## src/rtl/tpu_ctrl_pkg.sv

```systemverilog
// rtl/tpu_ctrl_pkg.sv - shared sequencer state encoding, stage IDs and default sizing
package tpu_ctrl_pkg;

   localparam int DEF_SYS_ARR_DIM  = 16;
   localparam int DEF_ADDR_W       = 16;
   localparam int DEF_MAX_OUT_ROWS = 128;
   localparam int DEF_MAX_OUT_COLS = 128;
   localparam int DEF_MAX_K_TILES  = 8;

   localparam int DEF_DIM_SHIFT = $clog2(DEF_SYS_ARR_DIM);
   localparam int DEF_COL_W     = $clog2(DEF_MAX_OUT_COLS / DEF_SYS_ARR_DIM);

   typedef enum logic [2:0] {
      S_IDLE,
      S_W_LOAD,
      S_W_XFER,
      S_CALC,
      S_DRAIN,
      S_FINISH
   } seq_state_t;

   typedef enum logic [1:0] {
      STG_W_MEM_FIFO,
      STG_W_FIFO_ARR,
      STG_DATA_CALC
   } stage_id_t;

endpackage

```

## src/rtl/tile_addr_gen.sv

```systemverilog
// rtl/tile_addr_gen.sv - col/k tile counters and per-tile address / accumulator index generation
module tile_addr_gen
   import tpu_ctrl_pkg::*;
#(
   parameter int SYS_ARR_DIM = DEF_SYS_ARR_DIM,
   parameter int ADDR_W      = DEF_ADDR_W,
   parameter int ROWS_W      = 8,
   parameter int CT_W        = 4,
   parameter int KT_W        = 4,
   parameter int COL_W       = DEF_COL_W
)(
   input  logic              clk,
   input  logic              reset,
   input  logic              clear,
   input  logic              advance,
   input  logic [ROWS_W-1:0] num_rows,
   input  logic [CT_W-1:0]   num_col_tiles,
   input  logic [KT_W-1:0]   num_k_tiles,
   input  logic [ADDR_W-1:0] base_weight,
   input  logic [ADDR_W-1:0] base_data,
   output logic [ADDR_W-1:0] next_weight_addr,
   output logic [ADDR_W-1:0] cur_data_addr,
   output logic [COL_W-1:0]  cur_col,
   output logic              cur_add,
   output logic              has_next
);

   localparam int DIM_SHIFT = $clog2(SYS_ARR_DIM);

   logic [CT_W-1:0]   col_idx;
   logic [CT_W-1:0]   next_col;
   logic [KT_W-1:0]   k_idx;
   logic [KT_W-1:0]   next_k;
   logic              last_col;
   logic              last_k;
   logic [ADDR_W-1:0] col_stride;

   // k is the inner loop: it wraps to 0 and carries into col
   assign last_k   = (k_idx == num_k_tiles - KT_W'(1));
   assign last_col = (col_idx == num_col_tiles - CT_W'(1));
   assign has_next = !(last_col && last_k);
   assign next_k   = last_k ? '0 : k_idx + KT_W'(1);
   assign next_col = last_k ? col_idx + CT_W'(1) : col_idx;

   // weight tiles are stored k-major, one row of col tiles per k step
   assign col_stride       = ADDR_W'(num_col_tiles) << DIM_SHIFT;
   assign next_weight_addr = base_weight + ADDR_W'(next_k) * col_stride
                             + (ADDR_W'(next_col) << DIM_SHIFT);
   assign cur_data_addr    = base_data + ADDR_W'(k_idx) * ADDR_W'(num_rows);
   assign cur_col          = COL_W'(col_idx);
   assign cur_add          = (k_idx != '0);

   always_ff @(posedge clk) begin
      if (reset || clear) begin
         col_idx <= '0;
         k_idx   <= '0;
      end else if (advance) begin
         k_idx   <= next_k;
         col_idx <= next_col;
      end
   end

endmodule

```

## src/rtl/master_tile_sequencer.sv

```systemverilog
// rtl/master_tile_sequencer.sv - tiled matmul sequencer driving weight load, weight transfer and calc stages
module master_tile_sequencer
   import tpu_ctrl_pkg::*;
#(
   parameter int SYS_ARR_DIM  = DEF_SYS_ARR_DIM,
   parameter int ADDR_W       = DEF_ADDR_W,
   parameter int MAX_OUT_ROWS = DEF_MAX_OUT_ROWS,
   parameter int MAX_OUT_COLS = DEF_MAX_OUT_COLS,
   parameter int MAX_K_TILES  = DEF_MAX_K_TILES
)(
   input  logic                                          clk,
   input  logic                                          reset,
   input  logic                                          start,
   input  logic                                          prefetch,
   input  logic [$clog2(MAX_OUT_ROWS):0]                 num_rows,
   input  logic [$clog2(MAX_OUT_COLS/SYS_ARR_DIM):0]     num_col_tiles,
   input  logic [$clog2(MAX_K_TILES):0]                  num_k_tiles,
   input  logic [ADDR_W-1:0]                             base_weight,
   input  logic [ADDR_W-1:0]                             base_data,
   output logic                                          weight_mem_fifo_en,
   input  logic                                          weight_mem_fifo_done,
   output logic                                          weight_fifo_arr_en,
   input  logic                                          weight_fifo_arr_done,
   output logic                                          data_mem_calc_en,
   input  logic                                          data_mem_calc_done,
   output logic [ADDR_W-1:0]                             weight_addr,
   output logic [ADDR_W-1:0]                             data_addr,
   output logic [$clog2(MAX_OUT_ROWS):0]                 calc_num_rows,
   output logic [$clog2(MAX_OUT_COLS/SYS_ARR_DIM)-1:0]   accum_submat_col,
   output logic                                          accum_add,
   output logic                                          busy,
   output logic                                          done
);

   localparam int ROWS_W = $clog2(MAX_OUT_ROWS) + 1;
   localparam int CT_W   = $clog2(MAX_OUT_COLS / SYS_ARR_DIM) + 1;
   localparam int KT_W   = $clog2(MAX_K_TILES) + 1;
   localparam int COL_W  = $clog2(MAX_OUT_COLS / SYS_ARR_DIM);

   seq_state_t        state;
   logic              cfg_prefetch;
   logic [CT_W-1:0]   cfg_col_tiles;
   logic [KT_W-1:0]   cfg_k_tiles;
   logic [ADDR_W-1:0] cfg_base_weight;
   logic [ADDR_W-1:0] cfg_base_data;
   logic              pf_issued;
   logic              pf_done;

   logic              gen_clear;
   logic              advance;
   logic              pf_ack;
   logic              counts_ok;
   logic [ADDR_W-1:0] next_weight_addr;
   logic [ADDR_W-1:0] cur_data_addr;
   logic [COL_W-1:0]  cur_col;
   logic              cur_add;
   logic              has_next;

   assign gen_clear = (state == S_IDLE) && start;
   assign advance   = (state == S_CALC) && data_mem_calc_en && data_mem_calc_done;
   assign pf_ack    = (state == S_CALC) && weight_mem_fifo_en && weight_mem_fifo_done;
   assign counts_ok = (num_rows != '0) && (num_col_tiles != '0) && (num_k_tiles != '0);

   tile_addr_gen #(
      .SYS_ARR_DIM (SYS_ARR_DIM),
      .ADDR_W      (ADDR_W),
      .ROWS_W      (ROWS_W),
      .CT_W        (CT_W),
      .KT_W        (KT_W),
      .COL_W       (COL_W)
   ) u_addr_gen (
      .clk              (clk),
      .reset            (reset),
      .clear            (gen_clear),
      .advance          (advance),
      .num_rows         (calc_num_rows),
      .num_col_tiles    (cfg_col_tiles),
      .num_k_tiles      (cfg_k_tiles),
      .base_weight      (cfg_base_weight),
      .base_data        (cfg_base_data),
      .next_weight_addr (next_weight_addr),
      .cur_data_addr    (cur_data_addr),
      .cur_col          (cur_col),
      .cur_add          (cur_add),
      .has_next         (has_next)
   );

   always_ff @(posedge clk) begin
      if (reset) begin
         state              <= S_IDLE;
         cfg_prefetch       <= 1'b0;
         cfg_col_tiles      <= '0;
         cfg_k_tiles        <= '0;
         cfg_base_weight    <= '0;
         cfg_base_data      <= '0;
         pf_issued          <= 1'b0;
         pf_done            <= 1'b0;
         weight_mem_fifo_en <= 1'b0;
         weight_fifo_arr_en <= 1'b0;
         data_mem_calc_en   <= 1'b0;
         weight_addr        <= '0;
         data_addr          <= '0;
         calc_num_rows      <= '0;
         accum_submat_col   <= '0;
         accum_add          <= 1'b0;
         busy               <= 1'b0;
         done               <= 1'b0;
      end else begin
         done <= 1'b0;
         case (state)
            S_IDLE: begin
               if (start) begin
                  cfg_prefetch    <= prefetch;
                  cfg_col_tiles   <= num_col_tiles;
                  cfg_k_tiles     <= num_k_tiles;
                  cfg_base_weight <= base_weight;
                  cfg_base_data   <= base_data;
                  calc_num_rows   <= num_rows;
                  if (counts_ok) begin
                     // tile (0,0) sits at the base, so the live input is used directly
                     state              <= S_W_LOAD;
                     busy               <= 1'b1;
                     weight_mem_fifo_en <= 1'b1;
                     weight_addr        <= base_weight;
                  end else begin
                     state <= S_FINISH;
                  end
               end
            end
            S_W_LOAD: begin
               if (weight_mem_fifo_en && weight_mem_fifo_done) begin
                  weight_mem_fifo_en <= 1'b0;
                  weight_fifo_arr_en <= 1'b1;
                  state              <= S_W_XFER;
               end
            end
            S_W_XFER: begin
               if (weight_fifo_arr_en && weight_fifo_arr_done) begin
                  weight_fifo_arr_en <= 1'b0;
                  data_mem_calc_en   <= 1'b1;
                  data_addr          <= cur_data_addr;
                  accum_submat_col   <= cur_col;
                  accum_add          <= cur_add;
                  pf_issued          <= 1'b0;
                  pf_done            <= 1'b0;
                  state              <= S_CALC;
               end
            end
            S_CALC: begin
               if (pf_ack) begin
                  weight_mem_fifo_en <= 1'b0;
                  pf_done            <= 1'b1;
               end
               if (advance) begin
                  data_mem_calc_en <= 1'b0;
                  if (!has_next) begin
                     state <= S_FINISH;
                  end else if (!cfg_prefetch) begin
                     state              <= S_W_LOAD;
                     weight_mem_fifo_en <= 1'b1;
                     weight_addr        <= next_weight_addr;
                  end else if (pf_done || pf_ack) begin
                     state              <= S_W_XFER;
                     weight_fifo_arr_en <= 1'b1;
                  end else begin
                     // calc beat the prefetch; launch it now if it never got issued
                     state <= S_DRAIN;
                     if (!pf_issued) begin
                        weight_mem_fifo_en <= 1'b1;
                        weight_addr        <= next_weight_addr;
                        pf_issued          <= 1'b1;
                     end
                  end
               end else if (cfg_prefetch && has_next && !pf_issued) begin
                  weight_mem_fifo_en <= 1'b1;
                  weight_addr        <= next_weight_addr;
                  pf_issued          <= 1'b1;
               end
            end
            S_DRAIN: begin
               if (weight_mem_fifo_en && weight_mem_fifo_done) begin
                  weight_mem_fifo_en <= 1'b0;
                  weight_fifo_arr_en <= 1'b1;
                  state              <= S_W_XFER;
               end
            end
            S_FINISH: begin
               done  <= 1'b1;
               busy  <= 1'b0;
               state <= S_IDLE;
            end
            default: state <= S_IDLE;
         endcase
      end
   end

endmodule
```

## config.mk

```make
export PLATFORM = sky130hd
export DESIGN_NAME = master_tile_sequencer
export DESIGN_NICKNAME = d
export VERILOG_FILES = /design/src/rtl/tpu_ctrl_pkg.sv /design/src/rtl/tile_addr_gen.sv /design/src/rtl/master_tile_sequencer.sv
export SDC_FILE = /design/constraint.sdc
export NUM_CORES = 1
export LEC_CHECK = 0
export BUFFER_PORTS_ARGS = -buffer_cell sky130_fd_sc_hd__buf_2
export CAP_MARGIN = 20
export CORE_MARGIN = 2
export CORE_UTILIZATION = 58
export DETAILED_ROUTE_END_ITERATION = 16
export PLACE_DENSITY_LB_ADDON = 0.3
export SYNTH_ARGS = -nofsm -noshare
export SYNTH_HDL_FRONTEND = slang
export SYNTH_SLANG_ARGS = --single-unit
```

## constraint.sdc

```tcl
create_clock -name clk -period 6.25 [get_ports clk]
set_clock_uncertainty 0.1 [all_clocks]
set_input_delay 0.3125 -clock clk [delete_from_list [all_inputs] [get_ports clk]]
set_output_delay 0.3125 -clock clk [all_outputs]
set_load 0.01 [all_outputs]
```

[Word-level counts from Yosys, hierarchy flattened]
Cells that the tools add are included.
Word-level totals
  bits in registers: 103
  bits of input ports: 55
  output and inout port bits: 49
  word-level logic and storage cells: 139
Operators by class
  add/subtract/negate cells: 7
  multiply operators: 2
  equal/unequal tests: 22
  muxes and demuxes: 51
  reductions and logical operators: 37
Operators by type and width (count)
  $mux 16: 8
  $pmux 16 s2: 1
  $mux 1: 25
  $mux 3: 8
  $add 16x12->16: 1
  $add 16x16->16: 1
  $add 16x8->16: 1
  $ne 2x2->1 const B: 7
  $reduce_and 7->1: 2
  $logic_and 1x1->1: 12
  $mul 4x8->12: 1
  $pmux 3 s4: 1
  $reduce_bool 4->1: 3
  $ne 3x3->1 const B: 3
  $reduce_and 3->1: 3
  $add 4x1->4 const B: 2
  $eq 4x4->1: 2
  $mul 4x4->8: 1
  $mux 4: 2
  $ne 4x4->1 const B: 2
  $pmux 1 s2: 4
  $reduce_and 4->1: 2
  $reduce_bool 8->1: 1
  $sub 4x1->4 const B: 2
  other kinds (14): 24

[Logic depth before layout (Yosys ltp)]
Gate-level depths: netlist of run 1.
  depth in word-level cells: 12
  gate-level depth with buffers: 25
  mapped depth without buffers: 24

[Modules after synthesis]
Synthesis of run 1 repeated with hierarchy kept, for this count alone.
Unflattened totals
  cells, all modules: 865
  area, all modules: 7005.5 um2
Modules (own cells, without submodules)
  master_tile_sequencer: instances 1, cells an instance 472, area each 3877.5 um2, sequential area each 1901.8 um2
  tile_addr_gen: instances 1, cells an instance 393, area each 3128.0 um2, sequential area each 160.2 um2

[Worst setup path before layout of run 1]
No wires, ideal clock.
  kind: register to register
  start point: register cfg_k_tiles[0]
  end point: register weight_addr[13]
  setup time: 0.070 ns
  arrival: 5.229 ns
  data required time: 6.080 ns
  setup slack: 0.850 ns
  stages on the path, launching flop included: 25
  buffers on the path: 2
  clock period less this slack: 5.400 ns
  cell sequence: dfxtp_1 > inv_1 > ha_1 > xor2_1 > xnor2_1 > nand4_2 > clkbuf_1 > buf_2 > nand3_1 > fa_1 > inv_1 > fa_1 > inv_1 > fa_1 > inv_1 > a21o_1 > a21oi_1 > xnor2_1 > ha_1 > ha_1 > a2111o_1 > o21ai_0 > xor2_1 > a221o_1 > a21oi_1
Between the ends
  word-level cells in the longest chain between the ends: 12
  elaborated cells between the ends (all ways): 21
  those cells by class: add/sub: 3; mul: 1; eq/ne: 3; mux: 9; reduce/logical: 5
RTL lines
  start, declared: line master_tile_sequencer.sv:43  | logic [KT_W-1:0] cfg_k_tiles;
  start signal, assigned: line master_tile_sequencer.sv:115  | cfg_k_tiles <= num_k_tiles;
  $sub 4x1->4 *: line tile_addr_gen.sv:39  | assign last_k = (k_idx == num_k_tiles - KT_W'(1));
  $eq 4x4->1 *: line tile_addr_gen.sv:39
  $mux 4: line tile_addr_gen.sv:42  | assign next_k = last_k ? '0 : k_idx + KT_W'(1);
  $mul 4x4->8: line tile_addr_gen.sv:47  | assign next_weight_addr = base_weight + ADDR_W'(next_k) * col_stride
  $add 16x16->16: line tile_addr_gen.sv:47
  $add 16x8->16: line tile_addr_gen.sv:48  | + (ADDR_W'(next_col) << DIM_SHIFT);
  $mux 16: line master_tile_sequencer.sv:168  | if (!pf_issued) begin
  $mux 16: line master_tile_sequencer.sv:162  | end else if (pf_done || pf_ack) begin
  $mux 16: line master_tile_sequencer.sv:158  | end else if (!cfg_prefetch) begin
  $mux 16: line master_tile_sequencer.sv:156  | if (!has_next) begin
  $mux 16: line master_tile_sequencer.sv:154  | if (advance) begin
  $pmux 16 s2: line master_tile_sequencer.sv:110  | case (state)
  end signal, assigned: line master_tile_sequencer.sv:124  | weight_addr <= base_weight;
  end signal, assigned: line master_tile_sequencer.sv:161  | weight_addr <= next_weight_addr;
  end signal, assigned: line master_tile_sequencer.sv:170  | weight_addr <= next_weight_addr;
  end, declared: line master_tile_sequencer.sv:26  | output logic [ADDR_W-1:0] weight_addr,
Every way passes the cells marked *; elsewhere a longest branch is shown, timed or not. The select of a mux whose other input is x is not followed.
A chain may end at the register's enable or synchronous reset.

[Final worst setup path of run 1]
  start point: register cfg_k_tiles[0]
  end point: register weight_addr[15]
The elaborated chain is that of the path after synthesis.

==> summary.md, run 1 <==
| Metric | Value |
|---|---|
| Status | `finished clean` |
| Die area | `12400 um2` |
| Main area contributors after synthesis | `dfxtp_1 31%, nand2_1 11%, ha_1 9.5%` |
| Maximum capacitance violations | `0` |
| Critical Path AT | `5760 ps` |
| # diodes | `0` |
| Fin crit share | `89.3%` |
| CP max FO | `16` |
| DR vias | `5941` |
| Area of the multi-input gates | `4210 um2` |
| CTS Buf Count | `9` |
| WL per Instance | `14.9 um` |
| Num rows | `39` |
| Seq/Total Area, Yosys | `30.8%` |
| Detailed placement HPWL | `11400 um` |
| GPL Wtd Cong | `0.903` |
| PwrDens | `between 200 and 250 nW/um2` |
| Slowest CP cell | `fa_1` |
| Hold Buf Count CTS | `0` |
| Flip-flop and latch count after synthesis | `103` |
| Antenna violations before repair | `0` |
| Setup violators final | `0` |
| Total track usage | `25.9%` |
| Die span in y | `111 um` |
| Dominant register cell in the synthesized netlist | `dfxtp_1` |
| Top cells by count, synth | `192 x nand2_1, 103 x dfxtp_1, 92 x a21oi_1` |
| First-pass GRT wire length | `26200 um` |
| Instance count of the mapped netlist | `between 800 and 900` |
| Synth unique cells | `59` |
| Pre-Repair DR Iteration Count | `5` |
| Synth area leader | `dfxtp_1` |
| Postcts setup bufs | `0` |
| Post-cts sizing count | `0` |
| Fin crit period | `5580 ps` |
| Slew Limit Fails | `0` |
| Ports | `approximately 100` |
| Fill cells | `1002` |
| Rel. slew slack | `between 30% and 40%` |
| Clock sinks | `103` |
| CTS tree | `yes` |
| Initial core utilization | `59.1%` |
| CP Launch Type | `flop` |
| Least-Margin Pin Slew | `1000 ps` |
| Yosys warnings | `0` |
| Std-Cell Core Area | `11300 um2` |
| Clk_lat worst skew | `360 ps` |
| Ratio of cells with drive above 1 in the final layout | `roughly 15%` |
| IO buf count | `103` |
| Worst Slack Setup Final | `671 ps` |
| Layout area overhead | `13.5%` |
| Die X | `111 um` |
| Layout Nets | `1050` |
| Register clock-pin slew on the reported worst setup and hold paths | `70 ps` |
| Syn_area_per_cell | `7.97 um2` |
| Ys async rst share | `0%` |
| DRT iter0 DRCs | `300` |
| DR vias/cell | `about 5.6` |
| Syn nets | `975` |
| CP Data Required Time | `6430 ps` |
| Pre-CTS WS | `779 ps` |
| Worst Setup Path Type | `reg2reg` |
| Hold WC Path Type | `in2reg` |
| H-tree levels | `3` |
| Maximum number of pins on one net before global-route repair | `91` |
| Post-Syn Area | `between 6000 and 7000 um2` |
| Register area | `2060 um2` |
| Share of Yosys cell area claimed by the top area cell type | `30.8%` |
| Antenna viol nets, final | `0` |
| Count leader, synth | `nand2_1` |
| Remaining Overflow, GRT | `0` |
| Final wirelength | `between 15000 and 20000 um` |
| CP max stage delay | `around 420 ps` |
| Worst VDD drop | `236 uV` |
| Final Hold Fails | `0` |
| Crit path capture type | `flop` |
| Cell repeated most along the worst path | `ha_1` |
| # DRC | `0` |
| Critical-path cell list | `inv_1, ha_1, xor2_1, xnor2_1, nand4_2, and2_1, nand2_1, fa_1, inv_1, fa_1, ha_1, a21o_1, a21oi_1, o21bai_1, a21oi_1, xnor2_1, ha_1, ha_1, a2111o_1, o211ai_1, xor2_1, a221o_1, a21oi_1` |
| Fmax | `approximately 180 MHz` |
| Leak | `3.60 nW` |
| Post-Route Setup TNS | `0 ps` |
| Root buffer cell | `clkbuf_16` |
| RSZ-0062 raised after global routing | `no` |
| Max clock buf depth | `2` |
| EDFF count, synth | `0` |
| Vias in the first global route | `5635` |
metrics by stage:
stage	cell area [um2]	utilization [%]	total power [W]	hold slack, ps	cells
2_1_floorplan	6690	-	0.000958	336	839
5_1_grt	7590	67.1	0.00178	84.4	1062
6_report	7590	67.1	0.00170	90.8	1062
3_5_place_dp	7240	63.9	0.00106	344	1046
3_3_place_gp	7240	63.9	0.00105	336	1046
4_1_cts	7590	67.1	0.00171	82.4	1062
final timing paths:
| kind | startpoint | slack (ps) | cells past startpoint | to |
|---|---|---|---|---|
| worst max-delay path | cfg_k_tiles[0] | 670 | 23 | weight_addr[15] |
| worst min-delay path | base_data[2] | 90 | 3 | cfg_base_data[2] |
| worst max register to register | cfg_k_tiles[0] | 670 | 23 | weight_addr[15] |
| worst min register to register | data_addr[5] | 350 | 2 | data_addr[5] |
flip-flops by register name, indices dropped and copies added (netlist names), 4 cells and up:
name	flops
weight_addr	16
cfg_base_data	16
cfg_col_tiles	4
u_addr_gen.col_idx	4
u_addr_gen.k_idx	4
cfg_k_tiles	4
calc_num_rows	8
data_addr	16
cfg_base_weight	16
layer usage:
layer  GRT usage, %  part of all wire (%)  vias up
met5              0                     0        -
met4           7.00                   1.9        0
met3           5.93                   4.7       19
met2           45.3                    51      147
met1           32.2                    42     2782
li1               -                     -     2993
area by class of cell:
| class | instances | area share [%] |
|---|---|---|
| clock buffers | 10 | 3.15 |
| clock inverters | 6 | 1.52 |
| inverters | 64 | 3.16 |
| multi-input cells | 628 | 55.4 |
| flip-flops and latches | 103 | 27.2 |
| well taps | 143 | 2.36 |
| repair buffers | 108 | 7.28 |
cell usage in the layout (no fill, tap or decap), types with 2 or more instances in the layout:
cell type,netlist,routed
a211oi_1,8,8
a21o_1,11,11
a21oi_1,92,92
a221o_1,2,2
a221oi_1,3,3
a311oi_1,12,12
a31oi_1,3,3
and2_1,21,20
and3_1,15,15
and4_1,3,3
buf_2,5,103
buf_4,1,5
bufinv_16,0,3
clkbuf_16,0,9
dfxtp_1,103,103
fa_1,30,30
ha_1,51,51
inv_1,64,64
nand2_1,192,192
nand2b_1,3,3
nand3_1,16,16
nand4_1,3,3
nor2_1,30,30
nor2b_1,3,3
nor3_1,25,25
nor4_1,5,5
o211ai_1,6,6
o21a_1,3,3
o21ai_0,16,16
o21bai_1,3,3
o31ai_1,3,3
or2_2,2,2
or3_1,2,2
xnor2_1,24,24
xor2_1,18,18
worst max-delay path: cells and delay by family, from the launching register on:
family	cells	cell delay, ps
AOI/OAI and AO/OA	8	1640
xor gates and xnor gates	4	630
adders and majority gates	6	1850
buffers and inverters	2	150
DFF	1	390
and+or+nand+nor	3	750
power by group:
| group | internal (W) | switching, W | total (W) |
|---|---|---|---|
| Combinational | 0.000116 | 0.000179 | 0.000295 |
| Clock | 0.000404 | 0.000254 | 0.000659 |
| Sequential | 0.000704 | 0.0000450 | 0.000749 |
| Total | 0.00122 | 0.000479 | 0.00170 |
cell families (layout without fill, tap and decap cells):
kind of cell	after synthesis	after routing	synth area share (%)
buffers and inverters	108	188	6.32
AOI/OAI and AO/OA	179	179	17.1
adders and majority gates	81	81	18.5
DFF	103	103	30.8
xor gates and xnor gates	42	42	5.50
and+or+nand+nor	325	325	21.6
muxes	1	1	0.150
(Power assumes the default switching activity.)
==> inputs of run 2 (changes only) <==
Settings changed: CELL_PAD_IN_SITES_DETAIL_PLACEMENT set to 1, CELL_PAD_IN_SITES_GLOBAL_PLACEMENT set to 1, CORE_UTILIZATION 58 to 43.
==> run 2 against run 1 <==
Effect of this change: final area rose by 0.64%; cell count rose by 4.2%; routed wire length rose by 18%; die area rose by 34%; clock power grew 1%; non-clock buffer count did not move; sequential power hardly changed; via count grew 0.71%; critical path type unchanged; largest cell class unchanged; largest power group unchanged.
==> summary.md, run 2 (synthesized netlist as in run 1, its figures left out) <==
| Metric | Value |
|---|---|
| Status | `finished clean` |
| Critical Path AT | `5690 ps` |
| Switching Share | `29.0%` |
| Maximum capacitance violations | `0` |
| Fin crit share | `88.2%` |
| Leak | `between 3 and 4 nW` |
| Fill cells | `1892` |
| Met1 GRT Util | `between 20% and 30%` |
| Gr busiest metal | `met2` |
| DRT iter0 DRCs | `193` |
| Clk_lat worst skew | `360 ps` |
| # DRC | `0` |
| Die X | `129 um` |
| Critical path's top delay family | `adder cells` |
| Remaining Overflow, GRT | `0` |
| Rel. slew slack | `34.2%` |
| Cell repeated most along the worst path | `inv_1` |
| Root buffer cell | `clkbuf_16` |
| Vias in the first global route | `~6100` |
| CTS tree | `yes` |
| Slew Limit Fails | `0` |
| P_sw | `0.000499 W` |
| Ratio of cells with drive above 1 in the final layout | `~15%` |
| WL per Instance | `16.8 um` |
| Fmax | `181 MHz` |
| Post-Route Setup TNS | `0 ps` |
| H-tree levels | `3` |
| Postcts setup bufs | `0` |
| Placed instance area | `7300 um2` |
| Internal | `between 0.001 and 0.0015 W` |
| Crit path capture type | `flop` |
| Slowest CP cell | `dfxtp_1` |
| Least-Margin Pin Slew | `987 ps` |
| Flop2flop setup slack | `roughly 740 ps` |
| First-pass GRT wire length | `30600 um` |
| Final Hold Fails | `0` |
| Post-cts sizing count | `0` |
| Max clock buf depth | `2` |
| Critical-path cell list | `inv_1, ha_1, and2_1, nand2_1, fa_1, inv_1, fa_1, inv_1, fa_1, inv_1, a21o_1, a21oi_1, xnor2_1, ha_1, ha_1, a2111o_1, o211ai_1, xor2_1, a221o_1, a21oi_1` |
| CP startpoint | `u_addr_gen.k_idx[0]` |
| Hold path startpoint | `base_data[15]` |
| CP max stage delay | `660 ps` |
| Register area | `between 2000 and 2500 um2` |
| Num rows | `45` |
| Ports | `104` |
| Hold WC Path Type | `in2reg` |
| Antenna viol nets, final | `0` |
| CTS Buf Count | `9` |
| Die span in y | `129 um` |
| Clock power frac | `38.7%` |
| Antenna violations before repair | `0` |
| Area of the multi-input gates | `4210 um2` |
| Crit path capture | `weight_addr[15]` |
| Total track usage | `23.3%` |
| Worst VDD drop | `approximately 120 uV` |
| R2R cell count | `20` |
| Die area | `16600 um2` |
| CP Launch Type | `flop` |
| CP bufs+invs | `4` |
| Layout area overhead | `14.3%` |
| # diodes | `0` |
| Initial core utilization | `44.0%` |
| Register clock-pin slew on the reported worst setup and hold paths | `roughly 70 ps` |
| DR vias/cell | `5.40` |
| Most common cell after layout, fill and taps aside | `nand2_1` |
| Most frequent cells in the layout | `192 x nand2_1, 103 x dfxtp_1, 103 x buf_2` |
| Pwr Total | `0.00172 W` |
| GPL Wtd Cong | `around 0.9` |
| Worst Slack Setup Final | `around 740 ps` |
| Met2 Usage GRT | `between 40 and 50%` |
| Gate power share | `17.6%` |
| Crit path depth | `20` |
| RSZ-0062 raised after global routing | `no` |
| Maximum number of pins on one net before global-route repair | `90` |
| Fin crit period | `5510 ps` |
| Seq pwr share | `43.7%` |
| Final instance area | `7640 um2` |
| Pre-Repair DR Iteration Count | `4` |
| Clock sinks | `roughly 100` |
| PwrDens | `225 nW/um2` |
| Layout Nets | `1050` |
| DR vias | `5983` |
| Hold Buf Count CTS | `0` |
| Worst R2R End | `weight_addr[15]` |
| CP max FO | `15` |
| IO buf count | `103` |
| Detailed placement HPWL | `approximately 13000 um` |
| Worst R2R Start | `u_addr_gen.k_idx[0]` |
| Met3 global-route usage | `3.33%` |
| Final wirelength | `around 19000 um` |
| CP Data Required Time | `around 6400 ps` |
| Worst Setup Path Type | `reg2reg` |
| Pre-CTS WS | `744 ps` |
| Setup violators final | `0` |
| Std-Cell Core Area | `15200 um2` |
[run 2: power by group through the flow]
stage | logic (W) | clock network, W | registers [W]
4_1_cts | 0.000308 | 0.000675 | 0.000752
3_3_place_gp | 0.000297 | 0 | 0.000765
2_1_floorplan | 0.000200 | 0 | 0.000758
6_report | 0.000303 | 0.000666 | 0.000751
3_5_place_dp | 0.000305 | 0 | 0.000767
5_1_grt | 0.000344 | 0.000701 | 0.000759
[run 2: final cells by class]
| cell class | instances | share of cell area [%] |
|---|---|---|
| timing repair buffer | 108 | 7.24 |
| multi-input combinational | 628 | 55.0 |
| sequential | 103 | 27.0 |
| clock buffer | 10 | 3.13 |
| tap | 188 | 3.08 |
| clock inverter | 6 | 1.41 |
| inverter | 64 | 3.14 |
[run 2: worst register-to-register path: cells and delay by family (launching register included)]
kind	cells	cell delay (ps)
and+or+nand+nor	2	230
adders and majority gates	6	2560
DFF	1	660
xor gates and xnor gates	2	230
buffers and inverters	4	390
AOI/OAI and AO/OA	6	1260
[run 2: worst min-delay path by stage]
stage / endpoint / slack [ps] / depth (start not counted)
floorplan: cfg_base_data[10] / 340 / 2
global route: cfg_col_tiles[1] / 100 / 3
detailed placement: data_addr[7] / 340 / 2
CTS: cfg_prefetch / 80 / 3
finish: cfg_base_data[15] / 90 / 3
global placement: data_addr[7] / 340 / 2
[run 2: through the flow]
stage / hold slack [ps] / util [%] / instances
floorplan: 336 / - / 839
global placement: 337 / 48.0 / 1091
detailed placement: 344 / 48.0 / 1091
CTS: 79.9 / 50.3 / 1107
global route: 96.6 / 50.3 / 1107
finish: 92.2 / 50.3 / 1107
[run 2: routing by layer]
metal,up-vias,share of wire (%)
li1,2986,-
met1,2899,44
met4,0,2.0
met3,22,2.4
met5,-,0
met2,76,51
==> inputs of run 3 (changes only) <==
Settings changed: PLACE_DENSITY_LB_ADDON 0.3 to 0.1.
==> run 3 against run 2 <==
Effect of this change: routed wire length grew 3.7%; register-to-register slack got worse by 280 ps; total power down 4.5%; clock power down 12%; die area did not move; critical endpoint is now weight_addr[13].
==> summary.md, run 3 (synthesized netlist as in run 1, its figures left out) <==
| Metric | Value |
|---|---|
| Status | `finished clean` |
| Maximum number of pins on one net before global-route repair | `90` |
| Slew Limit Fails | `0` |
| CP max FO | `14` |
| Switching Share | `29.9%` |
| Post-cts sizing count | `0` |
| DR vias | `6108` |
| Remaining Overflow, GRT | `0` |
| CP Launch Type | `flop` |
| Worst Setup Path Type | `reg2reg` |
| Layout Nets | `1051` |
| Clock power frac | `35.6%` |
| Final wirelength | `19300 um` |
| # DRC | `0` |
| Most common cell after layout, fill and taps aside | `nand2_1` |
| First-pass GRT wire length | `32200 um` |
| Clock sinks | `103` |
| Root buffer cell | `clkbuf_16` |
| CTS tree | `yes` |
| Ratio of cells with drive above 1 in the final layout | `between 10% and 20%` |
| Final Hold Fails | `0` |
| Gate power share | `18.7%` |
| Layout area overhead | `13.7%` |
| Fin crit period | `5790 ps` |
| Total track usage | `between 20% and 30%` |
| CP Data Required Time | `6430 ps` |
| Critical Path AT | `5970 ps` |
| P_sw | `between 0.0004 and 0.0005 W` |
| Ports | `104` |
| Seq pwr share | `a little under half` |
| Max clock buf depth | `2` |
| Initial core utilization | `44.0%` |
| Setup violators final | `0` |
| Fin crit share | `a little over 90%` |
| Fmax | `approximately 170 MHz` |
| Fill cells | `between 1500 and 2000` |
| Internal | `0.00115 W` |
| Postcts setup bufs | `0` |
| Detailed placement HPWL | `~14000 um` |
| Rel. slew slack | `31.8%` |
| Leak | `approximately 3.6 nW` |
| Die area | `16600 um2` |
| Register clock-pin slew on the reported worst setup and hold paths | `70 ps` |
| Die span in y | `129 um` |
| Antenna violations before repair | `0` |
| H-tree levels | `3` |
| Vias in the first global route | `6655` |
| PwrDens | `216 nW/um2` |
| DR vias/cell | `5.52` |
| Pre-Repair DR Iteration Count | `4` |
| Num rows | `45` |
| Die X | `129 um` |
| Worst VDD drop | `123 uV` |
| WL per Instance | `around 17 um` |
| RSZ-0062 raised after global routing | `no` |
| IO buf count | `between 100 and 150` |
| # diodes | `0` |
| Crit path capture type | `flop` |
| Antenna viol nets, final | `0` |
| Std-Cell Core Area | `15200 um2` |
| Hold WC Path Type | `in2reg` |
| Maximum capacitance violations | `0` |
| Least-Margin Pin Slew | `1020 ps` |
| GPL Wtd Cong | `0.910` |
| Clk_lat worst skew | `350 ps` |
| DRT iter0 DRCs | `210` |
| Post-Route Setup TNS | `0 ps` |
| CTS Buf Count | `9` |
| Most frequent cells in the layout | `192 x nand2_1, 103 x dfxtp_1, 103 x buf_2` |
| Hold Buf Count CTS | `0` |
| Final core occ | `50.0%` |
==> run 3: cell types whose count changed in the layout (fill, tap and decap cells not counted) <==
cell,delta
clkinv_2,-1
buf_6,+1
bufinv_16,-2
clkbuf_1,+1
clkbuf_8,+1
==> run 3: per-stage QoR <==
stage / std cells / hold slack, ps / power, W / instance area, um2 / setup slack, ps
final: 1107 / 95.9 / 0.00164 / 7610 / 459
after global routing: 1107 / 101 / 0.00173 / 7610 / 23.7
after global placement: 1091 / 336 / 0.00105 / 7300 / 898
after floorplan: 839 / 336 / 0.000958 / 6690 / 850
after detailed placement: 1091 / 343 / 0.00107 / 7300 / 549
after CTS: 1106 / 86.0 / 0.00165 / 7590 / 470
==> run 3: power by group through the flow <==
stage | clock [W] | sequential, W | combinational (W)
final | 0.000584 | 0.000751 | 0.000307
after global routing | 0.000629 | 0.000758 | 0.000346
after CTS | 0.000597 | 0.000751 | 0.000307
after detailed placement | 0 | 0.000766 | 0.000304
after global placement | 0 | 0.000763 | 0.000290
after floorplan | 0 | 0.000758 | 0.000200
==> run 3: layer usage <==
layer  share of wire [%]  vias up  global-route usage [%]
li1                    -     2978                       -
met1                  42     3008                    27.8
met2                  53       87                    45.8
met3                 1.9       35                    2.62
met4                 3.1        0                    10.6
met5                   0        -                       0
==> run 3: path summary, 6_finish.rpt <==
kind                            depth (start not counted)           start                end  slack [ps]
worst max-delay path                                   23  cfg_k_tiles[0]    weight_addr[13]         460
worst min-delay path                                    3   base_data[14]  cfg_base_data[14]         100
worst min register to register                          2    data_addr[7]       data_addr[7]         350
worst max register to register                         23  cfg_k_tiles[0]    weight_addr[13]         460
==> run 3: final cells by class <==
cell class | count | area [um2] | share of cell area [%]
clock inverter | 3 | 42.5 | 0.559
tap | 188 | 235 | 3.09
sequential | 103 | 2060 | 27.1
multi-input combinational | 628 | 4210 | 55.3
timing repair buffer | 109 | 564 | 7.42
clock buffer | 12 | 256 | 3.37
inverter | 64 | 240 | 3.16
==> run 3: critical path: stages, from the launching register on <==
cell	delay [ps]
dfxtp_1	400
inv_1	70
ha_1	200
xor2_1	150
xnor2_1	260
nand4_2	320
and2_1	300
nand2_1	100
fa_1	420
inv_1	110
fa_1	430
ha_1	310
a21o_1	160
a21oi_1	240
o21bai_1	90
a21oi_1	180
xnor2_1	140
ha_1	260
ha_1	250
a2111o_1	370
o21ai_0	290
xor2_1	120
a221o_1	310
a21oi_1	130
